File: src/rtl/booth_mul_seq_pkg.sv
// Shared types for the sequential Booth multiplier: FSM states and the
// per-iteration recoding of the multiplier bit pair.
package booth_mul_seq_pkg;

  typedef enum logic {
    IDLE = 1'b0,
    CALC = 1'b1
  } state_t;

  typedef enum logic [1:0] {
    OP_NOP = 2'd0,
    OP_ADD = 2'd1,
    OP_SUB = 2'd2
  } booth_op_t;

  // Radix-2 recoding of {current LSB, previously shifted-out bit}
  function automatic booth_op_t booth_op(input logic q0, input logic qm1);
    case ({q0, qm1})
      2'b10:   return OP_SUB;
      2'b01:   return OP_ADD;
      default: return OP_NOP;
    endcase
  endfunction

endpackage

File: src/rtl/booth_mul_seq_if.sv
// Request/response bundle between the operand registers and the multiplier.
interface booth_mul_seq_if #(
  parameter int WIDTH = 8
) ();

  logic                 start;
  logic                 abort;
  logic                 signed_i;
  logic [WIDTH-1:0]     A;
  logic [WIDTH-1:0]     B;
  logic [2*WIDTH-1:0]   Y;
  logic                 busy;
  logic                 valid;

  modport master (
    output start, abort, signed_i, A, B,
    input  Y, busy, valid
  );

  modport slave (
    input  start, abort, signed_i, A, B,
    output Y, busy, valid
  );

endinterface

File: src/rtl/booth_mul_seq_step.sv
// One combinational Booth iteration: conditional add/sub of the multiplicand
// into the high half, then a one-bit arithmetic shift of {hi,lo,q_m1}.
module booth_step
  import booth_mul_seq_pkg::*;
#(
  parameter int WIDTH = 8
) (
  input  logic [WIDTH+1:0] hi_i,
  input  logic [WIDTH:0]   lo_i,
  input  logic             qm1_i,
  input  logic [WIDTH:0]   bx_i,
  output logic [WIDTH+1:0] hi_o,
  output logic [WIDTH:0]   lo_o,
  output logic             qm1_o
);

  logic [WIDTH+1:0] bx_sx;
  logic [WIDTH+1:0] sum;

  always_comb begin
    bx_sx = {bx_i[WIDTH], bx_i};
    case (booth_op(lo_i[0], qm1_i))
      OP_ADD:  sum = hi_i + bx_sx;
      OP_SUB:  sum = hi_i - bx_sx;
      default: sum = hi_i;
    endcase
    // The guard bit keeps the sum's sign valid, so replicating it is a true ASR.
    hi_o  = {sum[WIDTH+1], sum[WIDTH+1:1]};
    lo_o  = {sum[0], lo_i[WIDTH:1]};
    qm1_o = lo_i[0];
  end

endmodule

File: src/rtl/booth_mul_seq.sv
// Sequential radix-2 Booth multiplier with signed/unsigned mode, abort and a
// fixed WIDTH+1 step latency. Holds the FSM, operand latches and result regs.
module booth_mul_seq
  import booth_mul_seq_pkg::*;
#(
  parameter  int WIDTH = 8,
  localparam int CNT_W = $clog2(WIDTH + 2)
) (
  input  logic           clk,
  input  logic           rst,
  booth_mul_seq_if.slave bus
);

  localparam logic [CNT_W-1:0] LAST_STEP = CNT_W'(WIDTH);
  localparam logic [CNT_W-1:0] CNT_SAT   = CNT_W'(WIDTH + 1);

  state_t               state_q, state_d;
  logic [CNT_W-1:0]     cnt_q, cnt_d;
  logic [WIDTH+1:0]     hi_q, hi_d;
  logic [WIDTH:0]       lo_q, lo_d;
  logic                 qm1_q, qm1_d;
  logic [WIDTH:0]       bx_q, bx_d;
  logic [2*WIDTH-1:0]   y_q, y_d;
  logic                 valid_q, valid_d;

  logic [WIDTH+1:0]     step_hi;
  logic [WIDTH:0]       step_lo;
  logic                 step_qm1;

  booth_step #(.WIDTH(WIDTH)) u_step (
    .hi_i  (hi_q),
    .lo_i  (lo_q),
    .qm1_i (qm1_q),
    .bx_i  (bx_q),
    .hi_o  (step_hi),
    .lo_o  (step_lo),
    .qm1_o (step_qm1)
  );

  always_comb begin
    state_d = state_q;
    cnt_d   = cnt_q;
    hi_d    = hi_q;
    lo_d    = lo_q;
    qm1_d   = qm1_q;
    bx_d    = bx_q;
    y_d     = y_q;
    valid_d = 1'b0;

    case (state_q)
      IDLE: begin
        if (bus.start) begin
          // Extending to WIDTH+1 bits latches the mode into the operands themselves.
          state_d = CALC;
          cnt_d   = '0;
          hi_d    = '0;
          lo_d    = {bus.signed_i & bus.A[WIDTH-1], bus.A};
          bx_d    = {bus.signed_i & bus.B[WIDTH-1], bus.B};
          qm1_d   = 1'b0;
        end
      end
      CALC: begin
        if (bus.abort) begin
          state_d = IDLE;
        end else begin
          hi_d  = step_hi;
          lo_d  = step_lo;
          qm1_d = step_qm1;
          cnt_d = (cnt_q == CNT_SAT) ? cnt_q : cnt_q + 1'b1;
          if (cnt_q == LAST_STEP) begin
            y_d     = {step_hi[WIDTH-2:0], step_lo};
            valid_d = 1'b1;
            state_d = IDLE;
          end
        end
      end
      default: state_d = IDLE;
    endcase
  end

  always_ff @(posedge clk) begin
    if (!rst) begin
      state_q <= IDLE;
      cnt_q   <= '0;
      hi_q    <= '0;
      lo_q    <= '0;
      qm1_q   <= 1'b0;
      bx_q    <= '0;
      y_q     <= '0;
      valid_q <= 1'b0;
    end else begin
      state_q <= state_d;
      cnt_q   <= cnt_d;
      hi_q    <= hi_d;
      lo_q    <= lo_d;
      qm1_q   <= qm1_d;
      bx_q    <= bx_d;
      y_q     <= y_d;
      valid_q <= valid_d;
    end
  end

  assign bus.Y     = y_q;
  assign bus.valid = valid_q;
  assign bus.busy  = (state_q == CALC);

endmodule

File: src/flat_wrapper.sv
// flat-port wrapper written by rule: the top's interface ports become plain ports
module booth_mul_seq_flat import booth_mul_seq_pkg::*;
#(
  parameter  int WIDTH = 8,
  localparam int CNT_W = $clog2(WIDTH + 2)
)
  (clk, rst, bus_start, bus_abort, bus_signed_i, bus_A, bus_B, bus_Y, bus_busy, bus_valid);
  booth_mul_seq_if #(.WIDTH(WIDTH)) bus_i ();
  input  logic clk;
  input  logic rst;
  input wire logic [$bits(bus_i.start)-1:0] bus_start;
  input wire logic [$bits(bus_i.abort)-1:0] bus_abort;
  input wire logic [$bits(bus_i.signed_i)-1:0] bus_signed_i;
  input wire logic [$bits(bus_i.A)-1:0] bus_A;
  input wire logic [$bits(bus_i.B)-1:0] bus_B;
  output wire logic [$bits(bus_i.Y)-1:0] bus_Y;
  output wire logic [$bits(bus_i.busy)-1:0] bus_busy;
  output wire logic [$bits(bus_i.valid)-1:0] bus_valid;
  assign bus_i.start = bus_start;
  assign bus_i.abort = bus_abort;
  assign bus_i.signed_i = bus_signed_i;
  assign bus_i.A = bus_A;
  assign bus_i.B = bus_B;
  assign bus_Y = bus_i.Y;
  assign bus_busy = bus_i.busy;
  assign bus_valid = bus_i.valid;
  booth_mul_seq #(.WIDTH(WIDTH)) u_core (.clk(clk), .rst(rst), .bus(bus_i));
endmodule
File: config.mk
export PLATFORM = sky130hd
export DESIGN_NAME = booth_mul_seq_flat
export DESIGN_NICKNAME = d
export VERILOG_FILES = /design/src/rtl/booth_mul_seq_pkg.sv /design/src/rtl/booth_mul_seq_if.sv /design/src/rtl/booth_mul_seq_step.sv /design/src/rtl/booth_mul_seq.sv /design/src/flat_wrapper.sv
export SDC_FILE = /design/constraint.sdc
export NUM_CORES = 1
export LEC_CHECK = 0
export BUFFER_PORTS_ARGS = -buffer_cell sky130_fd_sc_hd__buf_2
export CAP_MARGIN = 40
export CORE_UTILIZATION = 62
export DETAILED_ROUTE_END_ITERATION = 16
export PLACE_DENSITY = 0.85
export SYNTH_ARGS = -nofsm -noshare
export SYNTH_HDL_FRONTEND = slang
export SYNTH_SLANG_ARGS = --single-unit
File: constraint.sdc
create_clock -name clk -period 4.3 [get_ports clk]
set_input_delay 0 -clock clk [delete_from_list [all_inputs] [get_ports clk]]
set_output_delay 0 -clock clk [all_outputs]
set_load 0.02 [all_outputs]
-- Word-level counts from Yosys, hierarchy flattened
Cells that the tools add are included.
- equality and inequality tests: 9
- bitwise operators: 5
- muxes and demuxes: 20
- reductions and logical operators: 5
- add/sub/neg operators: 3
- operators with widths (operator ; number):
    10-bit one-hot mux with 2 select lines ; 2
    10-bit 2-to-1 mux ; 2
    9-bit 2-to-1 mux ; 2
    9-bit one-hot mux with 2 select lines ; 1
    4-bit 2-to-1 mux ; 3
    10-bit adder ; 1
    10-bit subtractor ; 1
    4-bit == test, second input constant ; 2
    4-bit one-hot mux with 2 select lines ; 1
    1-bit 2-to-1 mux ; 6
    2-bit != test, second input constant ; 3
    3-bit AND reduction ; 2
    4-bit by 1-bit adder with 4-bit output, second input constant ; 1
    2-bit by 1-bit == test with 1-bit output, second input constant ; 2
    2-bit == test, second input constant ; 2
    1-bit one-hot mux with 2 select lines ; 2
    2-bit one-hot mux with 2 select lines ; 1
    2-bit AND reduction ; 2
    1-bit inverter ; 3
    3-bit OR reduction ; 1
    1-bit bitwise AND ; 2
- flip-flop bits (word level): 51
- bits of input ports: 21
- output and inout port bits: 18

-- Longest topological paths before layout
Gate-level depths: netlist of the first run.
- depth after elaboration: 6
- gate-level depth with buffers: 12
- mapped depth without buffers: 12

-- By module
Synthesis of the first run repeated with hierarchy kept, for this count alone.
- cells, all modules: 354
- area total of the unflattened synthesis: 2911.5 sq um
- modules (own cells, without submodules) (module ; times used ; area an instance (sq um) ; sequential area each (sq um) ; cells each):
    booth_mul_seq ; 1 ; 2132.0 ; 1021.0 ; 244
    booth_step ; 1 ; 779.5 ; 0.0 ; 110

-- Least setup slack after synthesis of the first run
Ideal clock, no wire load.
- path type: register -> register
- from: reg u_core.lo_q[0]
- to: reg u_core.hi_q[7]
- buffers on the path: 1
- cell stages (with the launch flop): 12
- period minus slack after synthesis: 2.552 ns
- arrival: 2.432 ns
- setup slack: 1.748 ns
- library setup time: 0.120 ns
- cell sequence: dfxtp_1 ha_1 clkbuf_1 nor2_1 xnor2_1 ha_1 nor2b_4 o31a_1 or4_1 a31oi_1 xor2_1 a21oi_1
- word-level cells in the longest chain between the ends: 6
- elaborated cells between the ends (all ways): 8
- those cells by class: eq/ne: 4; mux: 4
- RTL lines (item ; RTL line ; text):
    start: declaration ; booth_mul_seq.sv:20 ; logic [WIDTH:0] lo_q, lo_d;
    start signal: assignment ; booth_mul_seq.sv:95 ; lo_q <= lo_d;
    2-bit by 1-bit == test with 1-bit output or 2-bit == test (tied branches) ; booth_mul_seq_pkg.sv:18 ; case ({q0, qm1})
    2-bit one-hot mux with 2 select lines * ; booth_mul_seq_pkg.sv:18 ;
    2-bit == test or 2-bit by 1-bit == test with 1-bit output (tied branches) ; booth_mul_seq_step.sv:22 ; case (booth_op(lo_i[0], qm1_i))
    10-bit one-hot mux with 2 select lines * ; booth_mul_seq_step.sv:22 ;
    10-bit 2-to-1 mux * ; booth_mul_seq.sv:63 ; if (bus.abort) begin
    10-bit one-hot mux with 2 select lines * ; booth_mul_seq.sv:50 ; case (state_q)
    end signal: assignment ; booth_mul_seq.sv:94 ; hi_q <= hi_d;
    end: declaration ; booth_mul_seq.sv:19 ; logic [WIDTH+1:0] hi_q, hi_d;
Every way passes the cells marked *; elsewhere a longest branch is shown, timed or not. The select of a mux whose other input is x is not followed.
A chain may end at the register's enable or synchronous reset.

-- Worst setup path after layout of the first run
- from: reg u_core.bx_q[0]
- to: reg u_core.hi_q[7]
- word-level cells in the longest chain between the ends: 4
- elaborated cells between the ends (all ways): 5
- those cells by class: add/sub: 2; mux: 3
- RTL lines (item ; RTL line ; text):
    start: declaration ; booth_mul_seq.sv:22 ; logic [WIDTH:0] bx_q, bx_d;
    start signal: assignment ; booth_mul_seq.sv:88 ; bx_q <= '0;
    start signal: assignment ; booth_mul_seq.sv:97 ; bx_q <= bx_d;
    10-bit subtractor or 10-bit adder (tied branches) ; booth_mul_seq_step.sv:24, booth_mul_seq_step.sv:23 ;
    10-bit one-hot mux with 2 select lines * ; booth_mul_seq_step.sv:22 ;
    10-bit 2-to-1 mux * ; booth_mul_seq.sv:63 ;
    10-bit one-hot mux with 2 select lines * ; booth_mul_seq.sv:50 ;
Marks and branches as above.

==> results of run 1 <==
Yosys cell counts, types with 2 or more instances:
cell type	instances
nor4_1	2
mux2i_1	13
xor2_1	6
ha_1	14
mux2_2	2
a31oi_1	5
nand2_1	62
o211ai_1	3
buf_1	2
or2_2	2
clkbuf_1	14
nor2b_1	12
nand4_1	2
nand2b_1	4
a21boi_0	20
a21oi_1	16
o31a_1	2
a211oi_1	3
a21o_1	2
dfxtp_1	50
inv_1	12
a22oi_1	3
a32o_1	3
nand3_1	6
o21ai_0	14
xnor2_1	10
o21a_1	3
nor2_1	14
nor3_1	2
and2_1	4
o211a_1	10
flip-flops by register name (all words and copies together) (netlist names):
register and flops:
u_core.lo_q 9, u_core.bus.valid 1, u_core.hi_q 9, u_core.bus.Y 16
u_core.qm1_q 1, u_core.cnt_q 4, u_core.bx_q 9, u_core.bus.busy 1
area by class of cell:
class                      count  share of cell area (%)
clock buffer                   6                    2.62
inverter                      12                    1.43
clock inverter                 2                    1.23
multi-input combinational    247                    51.6
timing repair buffer          49                    9.38
sequential                    50                    31.8
tap                           50                    1.99
timing repair:
action	in CTS	in global routing
setup buffers	0	0
hold buffers	9	0
hold endpoints to repair	8	0
worst max path at each step:
stage	from	to	slack, ns	cells past startpoint
after floorplan	u_core.lo_q[0]$_SDFFE_PN0P_	u_core.hi_q[7]$_SDFFE_PN0P_	1.75	11
after global placement	u_core.lo_q[0]$_SDFFE_PN0P_	u_core.bus.Y[13]$_SDFFE_PN0P_	1.68	10
after detailed placement	u_core.lo_q[0]$_SDFFE_PN0P_	u_core.bus.Y[13]$_SDFFE_PN0P_	1.62	10
after CTS	u_core.bx_q[0]$_SDFFE_PN0P_	u_core.hi_q[7]$_SDFFE_PN0P_	1.59	10
after global routing	u_core.bx_q[0]$_SDFFE_PN0P_	u_core.hi_q[7]$_SDFFE_PN0P_	1.31	10
final	u_core.bx_q[0]$_SDFFE_PN0P_	u_core.hi_q[7]$_SDFFE_PN0P_	1.48	10
worst reg2reg max path, stage by stage (launching register included):
cell and delay (ns):
dfxtp_1 0.36, nor3_1 0.52, nor2_1 0.13, xnor2_1 0.23
ha_1 0.30, o21a_1 0.19, o31a_1 0.12, or4_1 0.40
a31oi_1 0.21, xor2_1 0.16, a21oi_1 0.08
layout by cell type, fill, tap and decap left out, types with 3 or more instances in the layout:
cell type      netlist  layout
and2_1               4       4
a32o_1               3       3
nor2_1              14      14
dlygate4sd3_1        0       9
a211oi_1             3       3
xnor2_1             10      10
o211a_1             10      10
nand2_1             62      62
dfxtp_1             50      50
o21a_1               3       3
buf_2                1      38
o21ai_0             14      14
ha_1                14      14
clkbuf_8             1       6
mux2i_1             13      13
a31oi_1              5       5
nand2b_1             4       4
xor2_1               6       6
a21oi_1             16      16
o211ai_1             3       3
nand3_1              6       6
a21boi_0            20      20
a22oi_1              3       3
nor2b_1             12      12
inv_1               12      12
power by group through the flow:
stage / logic [mW] / registers (mW) / clock network (mW)
2_1_floorplan: 0.212 / 0.503 / 0
3_3_place_gp: 0.248 / 0.508 / 0
3_5_place_dp: 0.255 / 0.509 / 0
4_1_cts: 0.264 / 0.499 / 0.360
5_1_grt: 0.296 / 0.501 / 0.378
6_report: 0.267 / 0.499 / 0.356
metal layers:
layer	global-route usage [%]	vias to the layer above	share of wire [%]
met1	36.4	1170	45
met2	48.4	62	47
met3	6.09	18	4.1
met5	0	-	0
li1	-	1212	-
met4	14.5	0	2.9
through the flow:
stage               setup WS [ns]  power [mW]  hold slack, ns  cells  cell area (sq um)
floorplan                    1.75       0.714           0.145    328               2780
global placement             1.68       0.756           0.251    399               2940
detailed placement           1.62       0.764           0.260    399               2940
CTS                          1.59        1.12          0.0261    416               3150
global route                 1.31        1.18          0.0373    416               3150
finish                       1.48        1.12          0.0277    416               3150
logic make-up (layout without fill, tap and decap cells):
logic type / after synthesis / count (layout) / synth area share, %
and+or+nand+nor: 113 / 113 / 18.6
adders and majority gates: 15 / 15 / 7.02
xor gates and xnor gates: 16 / 16 / 5.04
DFF: 50 / 50 / 36.0
muxes: 15 / 15 / 5.49
AOI/OAI and AO/OA: 88 / 88 / 22.3
buffers and inverters: 31 / 69 / 5.62
==> impl_metrics.ini, run 1 <==
[status]
status = finished, final reports clean

[floorplan]
rows = 23
die_y_um = 69.0
io_pins = 39
die_area_sq_um = 4760
die_w_um = 69.0
start_util_pct = 67.1
core_sq_um = 4140

[timing]
setup_tns_ns = 0
setup_viol = 0
tightest_slew_ns = 0.880
rsz0062_at_grt = false
hold_violations = 0
slew_headroom_pct = 41.2
clock.fmax_mhz = 354
fin_worst_skew_ns = 0.00559
maxSlewViolCount = 0
fin_crit_ns = 2.82
min_period_over_period_pct = 65.7

[critical_path]
reg2reg_slack_ns = 1.48
start_kind = register
timing.rr.end = u_core.hi_q[7]$_SDFFE_PN0P_
rr_worst_depth = 10
path_cells = nor3_1 -> nor2_1 -> xnor2_1 -> ha_1 -> o21a_1 -> o31a_1 -> or4_1 -> a31oi_1 -> xor2_1 -> a21oi_1
slowest_delay_ns = 0.52
worstPathArrival_ns = 3.03
cp.required_ns = 4.50
cp-end-kind = register
critPathMaxFanout = 4
crit_family = simple AND/OR/NAND/NOR gates
slowest_stage = nor3_1
crit_buf_inv = 0
reg2reg_from = u_core.bx_q[0]$_SDFFE_PN0P_
crit_type = register to register

[flow_run]
drv_cap = 0

[clocking]
cts_resized = 0
cts_max_level = 2
cts_made_buffers = 5
clock_latency_ns = 0.31
cts.sinks = 50
cts_buffer_depth = 2
cts_tree = built
cts-root-buf = clkbuf_8
clk_pin_slew_ns = 0.09

[logic_synthesis]
yosysTopAreaCell = dfxtp_1
synth-edff-count = 0
seq_area_frac_synth_pct = 36.0
ys.flop_type = dfxtp_1
synth_top_area_share_pct = 36.0
postSynth.asyncResetShare_pct = 0
ys_top_cells_by_area = dfxtp_1 (36%), nand2_1 (8.4%), ha_1 (6.3%), a21boi_0 (5.4%), mux2i_1 (4.7%)
ys_warn_count = 0
syn-cell-area_sq_um = 2780
synth_cell_types = 42
postSynthAreaPerCell_sq_um = 8.48
synthCells = 328
ys_seq_elements = 50
synth_nets = 364

[hold_path]
hold-path-cell-count = 4
hold_start = bus_A[5]
hp-class = primary input to register
worst_hold_path.endpoint = u_core.lo_q[5]$_SDFFE_PN0P_

[grt]
grt_max_degree = 52
grt.overflow.total = 0
antenna_found_initial = 0
grtUsageTotal_pct = 29.5
grt_pass1_wl_um = 10300
grt_pass1_vias = 2281

[finish]
area_delta_synth_final_pct = 13.2
drive_gt1_share_pct = 14.5
fillCellCount = 318
utilization_pct = 76.0
regArea_sq_um = 1000
nNetsFinal = 401
multiInputGateArea_sq_um = 1620
insertedDiodeCount = 0

[drt]
finalWirelength_um = 6190
ant_nets = 0
vias_per_cell = 5.92
drt_iter0_drc = 140
vias = 2462
routedWlPerCell_um = 14.9
dr.pass1.iters = 4
drc = 0

[power]
pwr-share-clk_pct = 31.7
comb_power_share_pct = 23.8
leakagePower_nw = 1.37
seqPwrFrac_pct = 44.4
p_switching_uw = 330
power.density_nw_per_um2 = 357
internal_power_uw = 793
switching_share_pct = 29.4
ir_drop_uv = 245

[placement]
hpwlAfterDp_um = 4100
io_buffers = 38
place_congestion = 0.901
No activity file was read; power rests on OpenSTA's default activity.
==> run 2: changes to the inputs <==
--- a/config.mk
+++ b/config.mk
@@ -7,9 +7,9 @@
 export LEC_CHECK = 0
 export BUFFER_PORTS_ARGS = -buffer_cell sky130_fd_sc_hd__buf_2
 export CAP_MARGIN = 40
-export CORE_UTILIZATION = 62
+export CORE_UTILIZATION = 57
 export DETAILED_ROUTE_END_ITERATION = 16
-export PLACE_DENSITY = 0.85
+export PLACE_DENSITY = 0.79
 export SYNTH_ARGS = -nofsm -noshare
 export SYNTH_HDL_FRONTEND = slang
 export SYNTH_SLANG_ARGS = --single-unit
==> constraint.sdc (replaced) <==
create_clock -name clk -period 2.7 [get_ports clk]
set_input_delay 0 -clock clk [delete_from_list [all_inputs] [get_ports clk]]
set_output_delay 0 -clock clk [all_outputs]
set_load 0.02 [all_outputs]
==> run 2 against run 1 <==
  * Clock power grew 55%
  * Sequential cell count unchanged
  * Worst setup slack got worse by 1.4 ns
  * Final area increased by 3.4%
  * Largest cell class unchanged
  * Highest routed layer unchanged
==> impl_metrics.ini, run 2 (synthesis gave the netlist of run 1 again) <==
[finish]
final_common_cell = nand2_1
area_delta_synth_final_pct = 17.1
drive_gt1_share_pct = 18.7
largest_register_ffs = 16
utilization_pct = 69.0
insertedDiodeCount = 0
nNetsFinal = 410
final_cell_mix = nand2_1 (62), dfxtp_1 (47), buf_2 (38), a21boi_0 (20), a21oi_1 (16)

[timing]
setup_tns_ns = 0
fin_worst_skew_ns = 0.00645
slew_headroom_pct = 49.8
maxSlewViolCount = 0
setup_viol = 0
clock.fmax_mhz = 382
min_period_over_period_pct = 97.0
setup_slack_ns = 0.0815
fin_crit_ns = 2.62
tightest_slew_ns = 0.753
hold_violations = 0
hold_slack_ns = 0.0192

[placement]
hpwlAfterDp_um = 4010
place_congestion = 0.827
io_buffers = 38
dp_worst_setup_slack_ns = 0.115

[critical_path]
start_kind = register
worstPathArrival_ns = 2.82
reg2reg_from = u_core.bx_q[0]$_SDFFE_PN0P_
reg2reg_slack_ns = 0.08
timing.rr.end = u_core.hi_q[7]$_SDFFE_PN0P_
path_cells = inv_1 -> ha_1 -> nor2_1 -> xnor2_1 -> ha_1 -> nor2b_4 -> o31a_1 -> or4_1 -> a31oi_1 -> xor2_1 -> a21oi_1
slowest_delay_ns = 0.40
crit_family = simple AND/OR/NAND/NOR gates
slowest_stage = or4_1
rr_worst_depth = 11
crit_type = register to register
cp_common_cell = ha_1
cp-end-kind = register
cp.required_ns = 2.91
crit_buf_inv = 1
critPathMaxFanout = 4

[grt]
grt_max_degree = 52
grt_pass1_wl_um = 9050
antenna_found_initial = 0
grtUsageTotal_pct = 22.4
grt.overflow.total = 0
grt_pass1_vias = 2054

[drt]
vias = 2367
vias_per_cell = 5.36
drt_iter0_drc = 124
drc = 0
dr.pass1.iters = 4
finalWirelength_um = 5590
ant_nets = 0
routedWlPerCell_um = 12.6

[clocking]
clock_latency_ns = 0.31
cts-root-buf = clkbuf_8
clk_pin_slew_ns = 0.09
cts_buffer_depth = 2
cts.sinks = 50
cts_made_buffers = 5
cts_tree = built
cts_max_level = 2

[power]
ir_drop_uv = 430
switching_share_pct = 29.5
leakagePower_nw = 1.42
seqPwrFrac_pct = 44.0
internal_power_mw = 1.26
comb_power_share_pct = 25.2
power.density_nw_per_um2 = 550
finalPower_mw = 1.79
p_switching_uw = 529
pwr-share-clk_pct = 30.7

[floorplan]
die_w_um = 71.9
rows = 25
core_sq_um = 4720
start_util_pct = 58.9
die_area_sq_um = 5160
io_pins = 39
die_y_um = 71.9

[flow_run]
drv_cap = 0

[hold_path]
hold-path-cell-count = 3
hold_start = bus_signed_i
worst_hold_path.endpoint = u_core.bx_q[8]$_SDFFE_PN0P_
hp-class = primary input to register

[status]
status = finished, final reports clean
run 2: repair_timing:
item | 4_1_cts | 5_1_grt
endpoints found under the setup margin | 0 | 3
setup buffers | 0 | 2
hold buffers | 8 | 0
gates resized for setup | 0 | 8
endpoints found under the hold margin | 9 | 0
run 2: stage by stage:
step / instance area, sq um / cells
3_5_place_dp: 3020 / 424
2_1_floorplan: 2780 / 328
4_1_cts: 3220 / 440
6_report: 3260 / 442
3_3_place_gp: 3020 / 424
5_1_grt: 3260 / 442
run 2: cell type report:
| class | instances | area, sq um |
|---|---|---|
| Multi-Input combinational cell | 247 | 1650 |
| Fill cell | 366 | 1470 |
| Sequential cell | 50 | 1000 |
| Timing Repair Buffer | 58 | 360 |
| Tap cell | 67 | 83.8 |
| Clock buffer | 5 | 68.8 |
| Clock inverter | 3 | 47.5 |
| Inverter | 12 | 45.0 |
run 2: worst max path at each step:
stage / cells past startpoint / slack (ns) / start / end
2_1_floorplan: 11 / 0.15 / u_core.lo_q[0]$_SDFFE_PN0P_ / u_core.hi_q[7]$_SDFFE_PN0P_
3_5_place_dp: 12 / 0.12 / u_core.qm1_q$_SDFFE_PN0P_ / u_core.hi_q[7]$_SDFFE_PN0P_
3_3_place_gp: 12 / 0.18 / u_core.qm1_q$_SDFFE_PN0P_ / u_core.hi_q[7]$_SDFFE_PN0P_
6_report: 11 / 0.08 / u_core.bx_q[0]$_SDFFE_PN0P_ / u_core.hi_q[7]$_SDFFE_PN0P_
4_1_cts: 12 / 0.09 / u_core.qm1_q$_SDFFE_PN0P_ / u_core.hi_q[7]$_SDFFE_PN0P_
5_1_grt: 11 / -0.06 / u_core.bx_q[0]$_SDFFE_PN0P_ / u_core.hi_q[7]$_SDFFE_PN0P_
run 2: worst register-to-register path, cell delays in order (launching register included):
cell	delay [ns]
dfxtp_2	0.38
inv_1	0.06
ha_1	0.21
nor2_1	0.16
xnor2_1	0.17
ha_1	0.29
nor2b_4	0.14
o31a_1	0.27
or4_1	0.40
a31oi_1	0.21
xor2_1	0.15
a21oi_1	0.07
run 2: layer usage:
layer	share of wire (%)	vias to the layer above	wire length (um)	global-route usage, %
met5	0	-	0	0
met4	1.7	0	96	7.84
met3	3.7	8	204	4.22
met2	48	45	2710	38.8
met1	46	1091	2580	27.7
li1	-	1223	-	-
run 2: power groups by stage:
stage	logic [mW]	registers, mW	clock network (mW)
final	0.452	0.789	0.551
after floorplan	0.337	0.801	0
after global placement	0.414	0.804	0
after global routing	0.498	0.794	0.592
after detailed placement	0.426	0.805	0
after CTS	0.436	0.788	0.566
==> run 3: changes to the inputs <==
--- a/config.mk
+++ b/config.mk
@@ -7,9 +7,8 @@
 export LEC_CHECK = 0
 export BUFFER_PORTS_ARGS = -buffer_cell sky130_fd_sc_hd__buf_2
 export CAP_MARGIN = 40
-export CORE_UTILIZATION = 57
+export CORE_UTILIZATION = 31
 export DETAILED_ROUTE_END_ITERATION = 16
-export PLACE_DENSITY = 0.79
 export SYNTH_ARGS = -nofsm -noshare
 export SYNTH_HDL_FRONTEND = slang
 export SYNTH_SLANG_ARGS = --single-unit
==> run 3 against run 2 <==
  * Utilization is 31 points lower
  * Register-to-register slack improved by 0.04 ns
  * Wire length is 11% higher
  * Hold slack got worse by 0.0021 ns
  * Critical path type unchanged
  * Largest cell class unchanged
  * Largest power group unchanged
==> impl_metrics.ini, run 3 (synthesis gave the netlist of run 1 again) <==
[grt]
use_met1_pct = 16.0
antenna_found_initial = 0
grt_pass1_vias = 2418
met3_usage_pct = 3.68
grtUsageTotal_pct = 13.9
use_met2_pct = 24.4
grt_pass1_wl_um = 10900
grt_max_degree = 52
grt.overflow.total = 0
busiest_layer = met2

[clocking]
cts.sinks = 50
cts_made_buffers = 5
cts_tree = built
cts_max_level = 2
clock_latency_ns = 0.30
cts_buffer_depth = 2
clk_pin_slew_ns = 0.09
cts-root-buf = clkbuf_8

[placement]
dp_worst_setup_slack_ns = 0.0824
place_congestion = 0.889
hpwlAfterDp_um = 4550
io_buffers = 38

[floorplan]
start_util_pct = 31.9
die_y_um = 96.7
die_w_um = 96.7
core_sq_um = 8720
die_area_sq_um = 9350
rows = 34
io_pins = 39

[status]
status = finished, final reports clean

[timing]
setup_tns_ns = 0
min_period_over_period_pct = 95.7
fin_worst_skew_ns = 0.00498
fin_crit_ns = 2.58
hold_slack_ns = 0.0171
setup_slack_ns = 0.117
setup_viol = 0
maxSlewViolCount = 0
hold_violations = 0
clock.fmax_mhz = 387
slew_headroom_pct = 48.2
tightest_slew_ns = 0.778

[critical_path]
path_cells = inv_1 -> ha_2 -> buf_4 -> nor2_2 -> xnor2_1 -> ha_1 -> o21a_1 -> o31a_1 -> or4_1 -> a31oi_2 -> xor2_1 -> a21oi_1
slowest_stage = or4_1
critPathMaxFanout = 8
cp-end-kind = register
worstPathArrival_ns = 2.77
crit_buf_inv = 2
crit_type = register to register
start_kind = register
cp.required_ns = 2.89
slowest_delay_ns = 0.42
crit_family = compound AO/OA/AOI/OAI gates

[finish]
utilization_pct = 37.7
final_cell_mix = nand2_1 (62), dfxtp_1 (47), buf_2 (38), a21boi_0 (20), a21oi_1 (15)
fillCellCount = 889
insertedDiodeCount = 0
drive_gt1_share_pct = 18.7
nNetsFinal = 409
largest_register_ffs = 16
final_common_cell = nand2_1
area_delta_synth_final_pct = 18.1

[drt]
drc = 0
routedWlPerCell_um = 12.8
drt_iter0_drc = 59
vias = 2425
vias_per_cell = 5.03
ant_nets = 0
dr.pass1.iters = 4
finalWirelength_um = 6190

[power]
ir_drop_uv = 235
leakagePower_nw = 1.41
power.density_nw_per_um2 = 526

[flow_run]
drv_cap = 0

[hold_path]
hp-class = primary input to register
[run 3: cell count changes in the layout (fill, tap and decap cells not counted), sizes merged]
cell / change
buf: -1
bufinv: -1
clkbuf: +2
clkinv: +1
inv: -2
[run 3: metrics by stage]
| step | instances | instance area (sq um) | power, mW |
|---|---|---|---|
| CTS | 480 | 3250 | 1.73 |
| detailed placement | 464 | 3060 | 1.23 |
| global placement | 464 | 3060 | 1.22 |
| finish | 482 | 3280 | 1.73 |
| floorplan | 328 | 2780 | 1.14 |
| global route | 482 | 3280 | 1.84 |
[run 3: path summary, 6_finish.rpt]
check	from	end	slack [ns]	cells after the start
worst min-delay path	bus_signed_i	u_core.bx_q[8]$_SDFFE_PN0P_	0.02	3
worst max register to register	u_core.qm1_q$_SDFFE_PN0P_	u_core.hi_q[7]$_SDFFE_PN0P_	0.12	12
worst min register to register	u_core.bus.Y[6]$_SDFFE_PN0P_	u_core.bus.Y[6]$_SDFFE_PN0P_	0.47	2
worst max-delay path	u_core.qm1_q$_SDFFE_PN0P_	u_core.hi_q[7]$_SDFFE_PN0P_	0.12	12
[run 3: layer usage]
| layer | share of wire [%] | vias up |
|---|---|---|
| met1 | 45 | 1136 |
| met5 | 0 | - |
| met4 | 1.6 | 0 |
| met2 | 49 | 48 |
| li1 | - | 1230 |
| met3 | 4.5 | 11 |
[run 3: repair_timing]
| action | in CTS | in global routing |
|---|---|---|
| buffers inserted | 0 | 2 |
| setup endpoints to repair | 0 | 2 |
| hold endpoints to repair | 9 | 0 |
| hold buffers | 8 | 0 |
| resized for setup | 0 | 8 |
[run 3: layout make-up]
class | count | area, sq um | share of cell area (%)
multi-input cells | 247 | 1640 | 50.0
flip-flops and latches | 50 | 1000 | 30.6
repair buffers | 57 | 353 | 10.7
well taps | 108 | 135 | 4.11
clock buffers | 7 | 96.3 | 2.93
inverters | 12 | 45.0 | 1.37
clock inverters | 1 | 8.76 | 0.267
[run 3: tightest hold or removal path: stages]
cell      delay, ns
buf_2          0.13
nand3_1        0.07
a21boi_0       0.07
[run 3: report_power, final]
group,leakage (nW),switching (mW),internal (mW),total (mW)
registers,0.408,0.0248,0.764,0.789
clock network,0.0544,0.252,0.235,0.488
logic,0.947,0.237,0.215,0.452
